[config.mk]
export PLATFORM = sky130hd
export DESIGN_NAME = spi_master_cs_flat
export DESIGN_NICKNAME = d
export VERILOG_FILES = /design/src/rtl/spi_master_cs_if.sv /design/src/rtl/spi_master_cs.sv /design/src/flat_wrapper.sv
export SDC_FILE = /design/constraint.sdc
export NUM_CORES = 1
export LEC_CHECK = 0
export CORE_MARGIN = 2
export CORE_UTILIZATION = 45
export DETAILED_ROUTE_END_ITERATION = 8
export GPL_ROUTABILITY_DRIVEN = 0
export HOLD_SLACK_MARGIN = 0.1
export PLACE_DENSITY = 0.67
export SLEW_MARGIN = 25
export SYNTH_ARGS = -nofsm -noshare
export SYNTH_HDL_FRONTEND = slang
export SYNTH_SLANG_ARGS = --single-unit
[constraint.sdc]
create_clock -name w_SPI_Clk -period 5.05 [get_ports w_SPI_Clk]
set_input_delay 1.515 -clock w_SPI_Clk [delete_from_list [all_inputs] [get_ports w_SPI_Clk]]
set_output_delay 1.515 -clock w_SPI_Clk [all_outputs]
set_load 0.01 [all_outputs]
[src/rtl/spi_master_cs_if.sv]
// spi_master_cs_if
//   Groups the host-side byte handshake and the SPI pin signals of
//   spi_master_cs into one bundle.
//   master modport : the spi_master_cs side (drives o_*, receives i_*).
//   slave modport  : the host / pin side (drives i_*, receives o_*).
//   Signals:
//     i_TX_Count  bytes in the burst (first load of a CS window only)
//     i_TX_Byte   byte to send, MSb first
//     i_TX_DV     one-cycle load strobe
//     o_TX_Ready  master can accept a byte
//     o_RX_Count  index of the last received byte in the CS window
//     o_RX_DV     one-cycle receive strobe
//     o_RX_Byte   received byte
//     o_SPI_Clk   SCLK
//     i_SPI_MISO  serial data in
//     o_SPI_MOSI  serial data out
//     o_SPI_CS_n  chip select, active low
interface spi_master_cs_if #(
  parameter int MAX_BYTES_PER_CS = 2
);
  localparam int CW = $clog2(MAX_BYTES_PER_CS + 1);

  logic [CW-1:0] i_TX_Count;
  logic [7:0]    i_TX_Byte;
  logic          i_TX_DV;
  logic          o_TX_Ready;
  logic [CW-1:0] o_RX_Count;
  logic          o_RX_DV;
  logic [7:0]    o_RX_Byte;
  logic          o_SPI_Clk;
  logic          i_SPI_MISO;
  logic          o_SPI_MOSI;
  logic          o_SPI_CS_n;

  modport master (
    input  i_TX_Count, i_TX_Byte, i_TX_DV, i_SPI_MISO,
    output o_TX_Ready, o_RX_Count, o_RX_DV, o_RX_Byte,
    output o_SPI_Clk, o_SPI_MOSI, o_SPI_CS_n
  );

  modport slave (
    output i_TX_Count, i_TX_Byte, i_TX_DV, i_SPI_MISO,
    input  o_TX_Ready, o_RX_Count, o_RX_DV, o_RX_Byte,
    input  o_SPI_Clk, o_SPI_MOSI, o_SPI_CS_n
  );
endinterface

[src/rtl/spi_master_cs.sv]
// spi_master_cs
//   SPI master with automatic chip-select management. Serialises bytes on
//   MOSI (MSb first) while deserialising MISO, supports SPI modes 0..3,
//   keeps CS_n low across a burst of up to MAX_BYTES_PER_CS bytes and
//   enforces a minimum CS_n-high gap before the next burst.
//   Ports:
//     w_SPI_Clk  block clock
//     i_Rst_L    asynchronous active-low reset
//     bus        spi_master_cs_if.master (host handshake + SPI pins)
//   All outputs are registered.
module spi_master_cs #(
  parameter int SPI_MODE          = 0,
  parameter int CLKS_PER_HALF_BIT = 2,
  parameter int MAX_BYTES_PER_CS  = 2,
  parameter int CS_INACTIVE_CLKS  = 1
) (
  input  logic             w_SPI_Clk,
  input  logic             i_Rst_L,
  spi_master_cs_if.master  bus
);

  localparam int CW       = $clog2(MAX_BYTES_PER_CS + 1);
  localparam int HW       = (CLKS_PER_HALF_BIT > 2) ? $clog2(CLKS_PER_HALF_BIT) : 1;
  localparam int HOLD_MAX = (CLKS_PER_HALF_BIT > CS_INACTIVE_CLKS) ? CLKS_PER_HALF_BIT : CS_INACTIVE_CLKS;
  localparam int GW       = $clog2(HOLD_MAX + 1);

  localparam logic CPOL = (SPI_MODE == 2) || (SPI_MODE == 3);
  localparam logic CPHA = (SPI_MODE == 1) || (SPI_MODE == 3);

  // CPHA=0 presents bit7 at load, so trailing edges present bits 6..0;
  // CPHA=1 presents every bit, bit7 first, on the leading edges.
  localparam int TX_TAP = CPHA ? 7 : 6;

  localparam logic [CW-1:0] MAX_COUNT      = CW'(MAX_BYTES_PER_CS);
  localparam logic [CW-1:0] ZERO_CW        = CW'(0);
  localparam logic [CW-1:0] ONE_CW         = CW'(1);
  localparam logic [HW-1:0] HALF_LAST      = HW'(CLKS_PER_HALF_BIT - 1);
  localparam logic [HW-1:0] ZERO_HW        = HW'(0);
  localparam logic [HW-1:0] ONE_HW         = HW'(1);
  localparam logic [GW-1:0] HOLD_LAST      = GW'(CLKS_PER_HALF_BIT - 2);
  localparam logic [GW-1:0] GAP_LAST       = GW'(CS_INACTIVE_CLKS - 1);
  localparam logic [GW-1:0] ZERO_GW        = GW'(0);
  localparam logic [GW-1:0] ONE_GW         = GW'(1);
  localparam logic [4:0]    EDGES_PER_BYTE = 5'd16;
  localparam logic [4:0]    LAST_SHIFT_CNT = 5'd15;

  // FSM encoding
  localparam logic [2:0] IDLE      = 3'd0;
  localparam logic [2:0] TRANSFER  = 3'd1;
  localparam logic [2:0] WAIT_NEXT = 3'd2;
  localparam logic [2:0] CS_HOLD   = 3'd3;
  localparam logic [2:0] CS_GAP    = 3'd4;

  logic [2:0]    state_r;
  logic [HW-1:0] half_cnt_r;
  logic [4:0]    edge_cnt_r;
  logic [GW-1:0] gap_cnt_r;
  logic [CW-1:0] bytes_left_r;
  logic [7:0]    tx_shift_r;
  logic [7:0]    rx_shift_r;
  logic          first_byte_r;

  logic          cs_n_r;
  logic          sclk_r;
  logic          mosi_r;
  logic          ready_r;
  logic          rx_dv_r;
  logic [7:0]    rx_byte_r;
  logic [CW-1:0] rx_count_r;

  logic          load_first_s;
  logic          load_next_s;
  logic          edge_s;
  logic          leading_s;
  logic          sample_s;
  logic          shift_s;
  logic          byte_done_s;
  logic          load_mosi_s;
  logic [CW-1:0] clamped_count_s;

  // Decode load strobes, SCLK edge qualifiers and the clamped burst length.
  always_comb begin
    clamped_count_s = ZERO_CW;
    load_first_s    = 1'b0;
    load_next_s     = 1'b0;
    edge_s          = 1'b0;
    leading_s       = 1'b0;
    sample_s        = 1'b0;
    shift_s         = 1'b0;
    byte_done_s     = 1'b0;
    load_mosi_s     = mosi_r;

    if (bus.i_TX_Count > MAX_COUNT) begin
      clamped_count_s = MAX_COUNT;
    end else begin
      clamped_count_s = bus.i_TX_Count;
    end

    // A zero-length request is not a transaction at all.
    load_first_s = (state_r == IDLE) && ready_r && bus.i_TX_DV && (bus.i_TX_Count != ZERO_CW);
    load_next_s  = (state_r == WAIT_NEXT) && ready_r && bus.i_TX_DV;

    if (CPHA) begin
      load_mosi_s = mosi_r;
    end else begin
      load_mosi_s = bus.i_TX_Byte[7];
    end

    // SCLK toggles on each half-bit wrap until all 16 edges of the byte are out.
    edge_s      = (state_r == TRANSFER) && (half_cnt_r == HALF_LAST) && (edge_cnt_r != EDGES_PER_BYTE);
    byte_done_s = (state_r == TRANSFER) && (edge_cnt_r == EDGES_PER_BYTE);

    // Edges are numbered from 1; odd-numbered edges move SCLK away from CPOL.
    leading_s = ~edge_cnt_r[0];

    // Sample on leading edges for CPHA=0 and on trailing edges for CPHA=1.
    sample_s = edge_s && (leading_s ^ CPHA);

    // The remaining edge type drives MOSI; with CPHA=0 the 16th edge has
    // no further bit to present.
    if (CPHA) begin
      shift_s = edge_s && leading_s;
    end else begin
      shift_s = edge_s && !leading_s && (edge_cnt_r != LAST_SHIFT_CNT);
    end
  end

  // FSM, SCLK generation, shift registers and registered outputs.
  always_ff @(posedge w_SPI_Clk or negedge i_Rst_L) begin
    if (!i_Rst_L) begin
      state_r      <= IDLE;
      half_cnt_r   <= ZERO_HW;
      edge_cnt_r   <= 5'd0;
      gap_cnt_r    <= ZERO_GW;
      bytes_left_r <= ZERO_CW;
      tx_shift_r   <= 8'h00;
      rx_shift_r   <= 8'h00;
      first_byte_r <= 1'b0;
      cs_n_r       <= 1'b1;
      sclk_r       <= CPOL;
      mosi_r       <= 1'b0;
      ready_r      <= 1'b0;
      rx_dv_r      <= 1'b0;
      rx_byte_r    <= 8'h00;
      rx_count_r   <= ZERO_CW;
    end else begin
      rx_dv_r <= 1'b0;
      case (state_r)
        IDLE: begin
          cs_n_r <= 1'b1;
          sclk_r <= CPOL;
          if (load_first_s) begin
            bytes_left_r <= clamped_count_s;
            tx_shift_r   <= bus.i_TX_Byte;
            mosi_r       <= load_mosi_s;
            rx_count_r   <= ZERO_CW;
            first_byte_r <= 1'b1;
            half_cnt_r   <= ZERO_HW;
            edge_cnt_r   <= 5'd0;
            cs_n_r       <= 1'b0;
            ready_r      <= 1'b0;
            state_r      <= TRANSFER;
          end else begin
            // Also produces the first Ready after reset release.
            ready_r <= 1'b1;
          end
        end

        TRANSFER: begin
          if (byte_done_s) begin
            rx_dv_r      <= 1'b1;
            rx_byte_r    <= rx_shift_r;
            first_byte_r <= 1'b0;
            bytes_left_r <= bytes_left_r - ONE_CW;
            if (first_byte_r) begin
              rx_count_r <= ZERO_CW;
            end else begin
              rx_count_r <= rx_count_r + ONE_CW;
            end
            if (bytes_left_r != ONE_CW) begin
              ready_r <= 1'b1;
              state_r <= WAIT_NEXT;
            end else begin
              gap_cnt_r <= ZERO_GW;
              state_r   <= CS_HOLD;
            end
          end else begin
            if (half_cnt_r == HALF_LAST) begin
              half_cnt_r <= ZERO_HW;
            end else begin
              half_cnt_r <= half_cnt_r + ONE_HW;
            end
            if (edge_s) begin
              sclk_r     <= ~sclk_r;
              edge_cnt_r <= edge_cnt_r + 5'd1;
            end
            if (sample_s) begin
              rx_shift_r <= {rx_shift_r[6:0], bus.i_SPI_MISO};
            end
            if (shift_s) begin
              mosi_r     <= tx_shift_r[TX_TAP];
              tx_shift_r <= {tx_shift_r[6:0], 1'b0};
            end
          end
        end

        WAIT_NEXT: begin
          // CS_n stays low and SCLK idles at CPOL until the host supplies the next byte.
          cs_n_r <= 1'b0;
          sclk_r <= CPOL;
          if (load_next_s) begin
            tx_shift_r <= bus.i_TX_Byte;
            mosi_r     <= load_mosi_s;
            half_cnt_r <= ZERO_HW;
            edge_cnt_r <= 5'd0;
            ready_r    <= 1'b0;
            state_r    <= TRANSFER;
          end else begin
            ready_r <= 1'b1;
          end
        end

        CS_HOLD: begin
          // Keep CS_n low for one half-bit after the last edge.
          if (gap_cnt_r == HOLD_LAST) begin
            cs_n_r    <= 1'b1;
            gap_cnt_r <= ZERO_GW;
            state_r   <= CS_GAP;
          end else begin
            gap_cnt_r <= gap_cnt_r + ONE_GW;
          end
        end

        CS_GAP: begin
          // Minimum CS_n-high time before a new burst may be accepted.
          if (gap_cnt_r == GAP_LAST) begin
            ready_r <= 1'b1;
            state_r <= IDLE;
          end else begin
            gap_cnt_r <= gap_cnt_r + ONE_GW;
          end
        end

        default: begin
          cs_n_r  <= 1'b1;
          sclk_r  <= CPOL;
          ready_r <= 1'b0;
          state_r <= IDLE;
        end
      endcase
    end
  end

  assign bus.o_SPI_CS_n = cs_n_r;
  assign bus.o_SPI_Clk  = sclk_r;
  assign bus.o_SPI_MOSI = mosi_r;
  assign bus.o_TX_Ready = ready_r;
  assign bus.o_RX_DV    = rx_dv_r;
  assign bus.o_RX_Byte  = rx_byte_r;
  assign bus.o_RX_Count = rx_count_r;

endmodule

[src/flat_wrapper.sv]
// flat-port wrapper written by rule: the top's interface ports become plain ports
module spi_master_cs_flat 
#(
  parameter int SPI_MODE          = 0,
  parameter int CLKS_PER_HALF_BIT = 2,
  parameter int MAX_BYTES_PER_CS  = 2,
  parameter int CS_INACTIVE_CLKS  = 1
)
  (w_SPI_Clk, i_Rst_L, bus_i_TX_Count, bus_i_TX_Byte, bus_i_TX_DV, bus_i_SPI_MISO, bus_o_TX_Ready, bus_o_RX_Count, bus_o_RX_DV, bus_o_RX_Byte, bus_o_SPI_Clk, bus_o_SPI_MOSI, bus_o_SPI_CS_n);
  spi_master_cs_if #(.MAX_BYTES_PER_CS(MAX_BYTES_PER_CS)) bus_i ();
  input  logic w_SPI_Clk;
  input  logic i_Rst_L;
  input wire logic [$bits(bus_i.i_TX_Count)-1:0] bus_i_TX_Count;
  input wire logic [$bits(bus_i.i_TX_Byte)-1:0] bus_i_TX_Byte;
  input wire logic [$bits(bus_i.i_TX_DV)-1:0] bus_i_TX_DV;
  input wire logic [$bits(bus_i.i_SPI_MISO)-1:0] bus_i_SPI_MISO;
  output wire logic [$bits(bus_i.o_TX_Ready)-1:0] bus_o_TX_Ready;
  output wire logic [$bits(bus_i.o_RX_Count)-1:0] bus_o_RX_Count;
  output wire logic [$bits(bus_i.o_RX_DV)-1:0] bus_o_RX_DV;
  output wire logic [$bits(bus_i.o_RX_Byte)-1:0] bus_o_RX_Byte;
  output wire logic [$bits(bus_i.o_SPI_Clk)-1:0] bus_o_SPI_Clk;
  output wire logic [$bits(bus_i.o_SPI_MOSI)-1:0] bus_o_SPI_MOSI;
  output wire logic [$bits(bus_i.o_SPI_CS_n)-1:0] bus_o_SPI_CS_n;
  assign bus_i.i_TX_Count = bus_i_TX_Count;
  assign bus_i.i_TX_Byte = bus_i_TX_Byte;
  assign bus_i.i_TX_DV = bus_i_TX_DV;
  assign bus_i.i_SPI_MISO = bus_i_SPI_MISO;
  assign bus_o_TX_Ready = bus_i.o_TX_Ready;
  assign bus_o_RX_Count = bus_i.o_RX_Count;
  assign bus_o_RX_DV = bus_i.o_RX_DV;
  assign bus_o_RX_Byte = bus_i.o_RX_Byte;
  assign bus_o_SPI_Clk = bus_i.o_SPI_Clk;
  assign bus_o_SPI_MOSI = bus_i.o_SPI_MOSI;
  assign bus_o_SPI_CS_n = bus_i.o_SPI_CS_n;
  spi_master_cs #(.SPI_MODE(SPI_MODE), .CLKS_PER_HALF_BIT(CLKS_PER_HALF_BIT), .MAX_BYTES_PER_CS(MAX_BYTES_PER_CS), .CS_INACTIVE_CLKS(CS_INACTIVE_CLKS)) u_core (.w_SPI_Clk(w_SPI_Clk), .i_Rst_L(i_Rst_L), .bus(bus_i));
endmodule
==> impl_metrics.py, run 1 <==
metrics = {
    "drt": {
        "routed_wl_um": 4160,
        "wl_met3_um": 161,
        "via_per_inst": 5.45,
        "vias": 1618,
        "dr_wl_met2_um": 1840,
        "drtIter0Drc": 135,
        "ant_nets": 0,
        "drc": 0,
        "met1Wirelength_um": 2110,
        "wl_per_cell_um": 14.0,
        "dr.max_layer_used": "met4",
        "first_pass_iters": 4,
    },
    "clock_network": {
        "cts_setup_buffers": 0,
        "cts_resized": 0,
        "clk_latency_ns": 0.29,
        "cts_sinks": 44,
        "cts-hold-fix-buffers": 0,
        "cts_root_buffer": "clkbuf_8",
        "ctsLongestPathBuffers": 2,
        "clk_pin_slew_ns": 0.07,
        "cts_tree": "yes",
        "htree_levels": 2,
        "numCtsBuffers": 5,
    },
    "grt": {
        "antenna_found_initial": 0,
        "grt_pass1_vias": 1574,
        "grt_max_degree": 45,
        "grt-ovfl-total": 0,
        "grt_pass1_wl_um": 7110,
        "grt_usage_pct": 16.7,
    },
    "logic_synthesis": {
        "synth_compound_area_share_pct": 16.0,
        "yosysTopAreaCell": "dfrtp_1",
        "syn_avg_cell_area_um2": 10.8,
        "synth-adder-area-share_pct": 3.38,
        "synth_nets": 226,
        "yosys_register_bits": 44,
        "synthFlopType": "dfrtp_1",
        "seq_area_frac_synth_pct": 49.7,
        "netlist_area_um2": 2220,
        "synth_area_leaders": "dfrtp_1 49%, mux2_2 9.1%, ha_1 3.4%, nand2_1 3.2%, inv_1 2.9%",
        "yosysWarnings": 0,
        "synth_cells": 206,
        "synth_mux_area_share_pct": 10.9,
        "synth-simple-area-share_pct": 14.2,
        "ys_types": 48,
        "synth_top_family_by_area": "compound AO/OA/AOI/OAI gates",
        "synth_xor_xnor_area_share_pct": 0,
        "async_reset_ff_share_pct": 100,
        "synth_edf_count": 0,
        "synth.top_cell.area_share_pct": 48.5,
    },
    "floorplan": {
        "rows": 25,
        "die_h_um": 74.2,
        "num_io_pins": 29,
        "die-width_um": 74.2,
        "initial_core_util_pct": 47.0,
        "core_area_um2": 4720,
        "die-area_um2": 5510,
    },
    "finish": {
        "layout.cells.most_common_list": "43 x dfrtp_1, 27 x clkdlybuf4s50_1, 19 x nand2_1, 18 x mux2_2, 17 x inv_1",
        "area_delta_synth_final_pct": 16.9,
        "final_common_cell": "dfrtp_1",
        "fin_nets": 250,
        "fill_cells": 428,
        "insertedDiodeCount": 0,
        "finalInstanceArea_um2": 2590,
        "drive_above_1_share_pct": 16.5,
    },
    "sta": {
        "period_needed_ns": 3.18,
        "setup_viol_count_final": 0,
        "post-route-period-util_pct": 62.9,
        "finalHoldViolations": 0,
        "fmax_mhz": 315,
        "finalSetupTns_ns": 0,
        "final_max_slew_viol_count": 0,
        "slew_headroom_pct": 63.3,
        "setup_slack_ns": 1.87,
        "skew_ns": 0.00742,
        "rsz0062_at_grt": "no",
        "worstMarginPinSlew_ns": 0.551,
    },
    "critical_path": {
        "r2r_slack_ns": 2.67,
        "r2r_cells": 4,
        "worst_r2r_startpoint": "u_core.state_r[0]",
        "cp-end-kind": "flip-flop",
        "cpLargestDelayFamily": "simple AND/OR/NAND/NOR gates",
        "crit_type": "input pin to flip-flop",
        "crit_chain": "clkdlybuf4s50_1 -> nor3_1 -> or4_1 -> and2_1 -> a22o_1",
        "crit_path_max_incr_delay_ns": 0.74,
        "required_ns": 5.23,
        "reg2reg_to": "u_core.rx_shift_r[6]",
        "start_kind": "input pin",
        "worstPathArrival_ns": 3.36,
        "crit_slowest_cell": "or4_1",
        "path_buf_inv": 1,
        "critPathMaxFanout": 14,
    },
    "placed_design": {
        "dp_slack_ns": 1.57,
        "dpl.hpwl_um": 2770,
        "dpl_cell_area_um2": 2510,
        "port_buffers": 28,
    },
    "min_path": {
        "min-delay-start": "u_core.bus.o_RX_Byte[6]",
        "hold_class": "flip-flop to flip-flop",
        "holdPathEnd": "u_core.bus.o_RX_Byte[6]",
        "holdPathStages": 1,
    },
    "job": {
        "maxCapViolations": 0,
    },
    "power_and_ir_drop": {
        "vdd_drop_max_uv": 268,
        "cellPowerDensity_nw_per_um2": 545,
        "p_leak_nw": 1.15,
    },
    "run_status": {
        "status": "complete, no violations",
    },
}
-- logic make-up (layout without fill, tap and decap cells) --
group	count (synthesis)	after routing
compound gates	51	51
mux	22	22
simple gates	55	55
buf+inv	28	52
fa+ha+maj	6	6
flops	44	44
-- layer usage --
metal / vias up / track usage, %
li1: 784 / -
met1: 799 / 23.2
met2: 29 / 25.7
met3: 6 / 4.34
met4: 0 / 5.36
met5: - / 0
-- state kept, by name, summed over array words and instances, names as in the netlist --
signal	flops
u_core.bus.o_RX_Byte	8
u_core.rx_shift_r	8
u_core.tx_shift_r	7
u_core.edge_cnt_r	5
u_core.state_r	3
u_core.bus.o_RX_Count	2
u_core.bytes_left_r	2
u_core.gap_cnt_r	2
u_core.bus.o_RX_DV	1
u_core.bus.o_SPI_CS_n	1
u_core.bus.o_SPI_Clk	1
u_core.bus.o_SPI_MOSI	1
u_core.bus.o_TX_Ready	1
u_core.first_byte_r	1
u_core.half_cnt_r	1
-- worst max path at each step --
stage	startpoint	end	slack (ns)	cells after the start
2_1_floorplan	bus_i_TX_Count[0]	u_core.tx_shift_r[1]	2.41	5
3_3_place_gp	bus_i_TX_Count[1]	u_core.edge_cnt_r[0]	1.59	5
5_1_grt	bus_i_TX_Count[1]	u_core.edge_cnt_r[0]	1.76	5
4_1_cts	bus_i_TX_Count[1]	u_core.edge_cnt_r[0]	1.88	5
3_5_place_dp	bus_i_TX_Count[1]	u_core.edge_cnt_r[0]	1.57	5
6_report	bus_i_TX_Count[1]	u_core.edge_cnt_r[0]	1.87	5
-- layout make-up --
class / instances / area [um2] / share of cell area [%]
flip-flops and latches: 44 / 1100 / 42.5
well taps: 67 / 83.8 / 3.23
clock inverters: 1 / 5.00 / 0.193
inverters: 17 / 63.8 / 2.46
clock buffers: 6 / 72.6 / 2.80
multi-input cells: 134 / 987 / 38.1
repair buffers: 28 / 278 / 10.7
-- metrics by stage --
step | hold WS [ns] | cells | util (%) | power (mW)
after floorplan | 0.470 | 206 | - | 1.05
after global placement | 0.497 | 290 | 53.2 | 1.20
after detailed placement | 0.493 | 290 | 53.2 | 1.21
after CTS | 0.521 | 297 | 54.8 | 1.43
after global routing | 0.533 | 297 | 54.9 | 1.52
final | 0.514 | 297 | 54.9 | 1.41
-- report_power, final --
| group | switching, mW | leakage (nW) | internal (mW) |
|---|---|---|---|
| registers | 0.134 | 0.547 | 0.492 |
| logic | 0.272 | 0.558 | 0.306 |
| clock network | 0.114 | 0.0410 | 0.0942 |
| total | 0.520 | 1.15 | 0.892 |
-- cells in the mapped netlist (2+ instances only) --
cell type  count
mux2_2        18
o32a_1         2
a21oi_1        7
dfrtp_1       43
nor3_1         4
o2bb2ai_1      2
ha_1           6
o31ai_1        2
mux2i_1        4
clkbuf_1       7
buf_6          3
a22o_1         3
nand3b_1       2
nand2_1       19
o21ai_0        8
nand3_1        6
nor2b_1        2
inv_1         17
nor2_1         7
a31oi_1        2
o22ai_1        9
a21oi_2        7
Note: power is estimated with default switching activity, not from simulation.
==> inputs of run 2 (changes only) <==
- PLACE_DENSITY: 0.67 -> 0.7
- clock period: 5.05 -> 2.9 ns (I/O delays scaled with it)
==> impl_metrics.py, run 2 (synthesized netlist as in run 1, its figures left out) <==
metrics = {
    "finish": {
        "layout.cells.most_common_list": "43 x dfrtp_1, 27 x clkdlybuf4s50_1, 19 x nand2_1, 18 x mux2_2, 17 x inv_1",
        "insertedDiodeCount": 0,
        "fin_nets": 254,
        "final_cells": 302,
        "area_delta_synth_final_pct": 19.8,
        "final_util_pct": 56.3,
        "final_common_cell": "dfrtp_1",
        "drive_above_1_share_pct": 18.7,
    },
    "grt": {
        "grt_pass1_wl_um": 6660,
        "grt_usage_pct": 16.0,
        "grt-ovfl-total": 0,
        "grt_pass1_vias": 1447,
        "grtUsageMet1_pct": 21.6,
        "grt_max_degree": 45,
        "antenna_found_initial": 0,
        "busiest_layer": "met2",
        "use_met3_pct": 4.07,
        "use_met2_pct": 25.2,
    },
    "drt": {
        "routed_wl_um": 3970,
        "first_pass_iters": 4,
        "vias": 1572,
        "ant_nets": 0,
        "drtIter0Drc": 37,
        "wl_per_cell_um": 13.1,
        "via_per_inst": 5.21,
        "drc": 0,
    },
    "critical_path": {
        "required_ns": 3.09,
        "crit_type": "flip-flop to flip-flop",
        "critPathMaxFanout": 8,
        "start_kind": "flip-flop",
        "crit_path_max_incr_delay_ns": 0.50,
        "worstPathArrival_ns": 2.52,
        "crit_slowest_cell": "dfrtp_1",
        "cp-end-kind": "flip-flop",
        "crit_chain": "inv_1 -> ha_1 -> nand4bb_1 -> nand2_1 -> nor3b_4 -> mux2_2",
    },
    "power_and_ir_drop": {
        "p_int_mw": 1.67,
        "p_leak_nw": 1.18,
        "power_frac_comb_pct": 39.9,
        "p_sw_share_pct": 35.5,
        "p_switching_mw": 0.922,
        "seqPwrFrac_pct": 41.8,
        "cellPowerDensity_nw_per_um2": 977,
        "p_clk_share_pct": 18.4,
        "vdd_drop_max_uv": 492,
    },
    "clock_network": {
        "clk_latency_ns": 0.30,
        "cts_root_buffer": "clkbuf_8",
        "numCtsBuffers": 5,
        "cts_tree": "yes",
        "cts_setup_buffers": 0,
        "cts_sinks": 44,
        "cts-hold-fix-buffers": 0,
        "ctsLongestPathBuffers": 2,
        "htree_levels": 2,
        "cts_resized": 0,
        "clk_pin_slew_ns": 0.09,
    },
    "sta": {
        "final_max_slew_viol_count": 0,
        "slew_headroom_pct": 64.3,
        "finalHoldViolations": 0,
        "period_needed_ns": 2.33,
        "rsz0062_at_grt": "no",
        "fmax_mhz": 429,
        "post-route-period-util_pct": 80.4,
        "finalSetupTns_ns": 0,
        "whs_ns": 0.508,
        "worstMarginPinSlew_ns": 0.535,
        "skew_ns": 0.00886,
        "setup_viol_count_final": 0,
    },
    "floorplan": {
        "die-width_um": 74.2,
        "num_io_pins": 29,
        "die-area_um2": 5510,
        "core_area_um2": 4720,
        "rows": 25,
        "die_h_um": 74.2,
        "initial_core_util_pct": 47.0,
    },
    "placed_design": {
        "port_buffers": 28,
        "placedCellCount": 294,
        "dpl.hpwl_um": 2750,
    },
    "run_status": {
        "status": "complete, no violations",
    },
    "job": {
        "maxCapViolations": 0,
    },
    "min_path": {
        "hold_class": "flip-flop to flip-flop",
    },
}
-- run 2: layout make-up --
class	instances	area, um2
Sequential cell	44	1100
Clock buffer	5	68.8
Fill cell	425	2070
Inverter	17	63.8
Timing Repair Buffer	32	305
Clock inverter	3	46.3
Tap cell	67	83.8
Multi-Input combinational cell	134	987
-- run 2: worst paths after layout --
path                                      endpoint                    start  cells after the start  slack [ns]
hold reg to reg            u_core.bus.o_RX_Byte[5]  u_core.bus.o_RX_Byte[5]                      1        0.51
setup / recovery              u_core.rx_shift_r[3]     u_core.edge_cnt_r[0]                      6        0.57
setup reg to reg              u_core.rx_shift_r[3]     u_core.edge_cnt_r[0]                      6        0.57
max in group asynchronous    u_core.bus.o_SPI_CS_n                  i_Rst_L                      2        1.90
hold / removal             u_core.bus.o_RX_Byte[5]  u_core.bus.o_RX_Byte[5]                      1        0.51
min in group asynchronous       u_core.bus.o_RX_DV                  i_Rst_L                      2        0.62
-- run 2: metal layers --
metal  wire length, um  part of all wire (%)
met4                61                   1.5
met2              1850                    47
met5                 0                     0
met1              1900                    48
met3               155                   3.9
-- run 2: critical path: cells and delay by family, from the launching register on --
family	cells	cell delay, ns
muxes	1	0.39
buffers and inverters	1	0.13
DFF	1	0.50
and+or+nand+nor	3	0.96
adders and majority gates	1	0.23
-- run 2: stage by stage --
stage | power, mW | cell area [um2] | setup slack [ns]
after floorplan | 1.82 | 2220 | 0.773
after global placement | 2.10 | 2540 | 0.344
after detailed placement | 2.15 | 2540 | 0.294
after CTS | 2.62 | 2660 | 0.544
after global routing | 2.80 | 2660 | 0.334
final | 2.60 | 2660 | 0.570
-- run 2: power by group through the flow --
stage | clock network [mW] | registers [mW] | logic [mW]
after CTS | 0.488 | 1.08 | 1.05
final | 0.477 | 1.08 | 1.04
after detailed placement | 0 | 1.10 | 1.05
after global routing | 0.513 | 1.13 | 1.16
after floorplan | 0 | 1.03 | 0.793
after global placement | 0 | 1.09 | 1.01
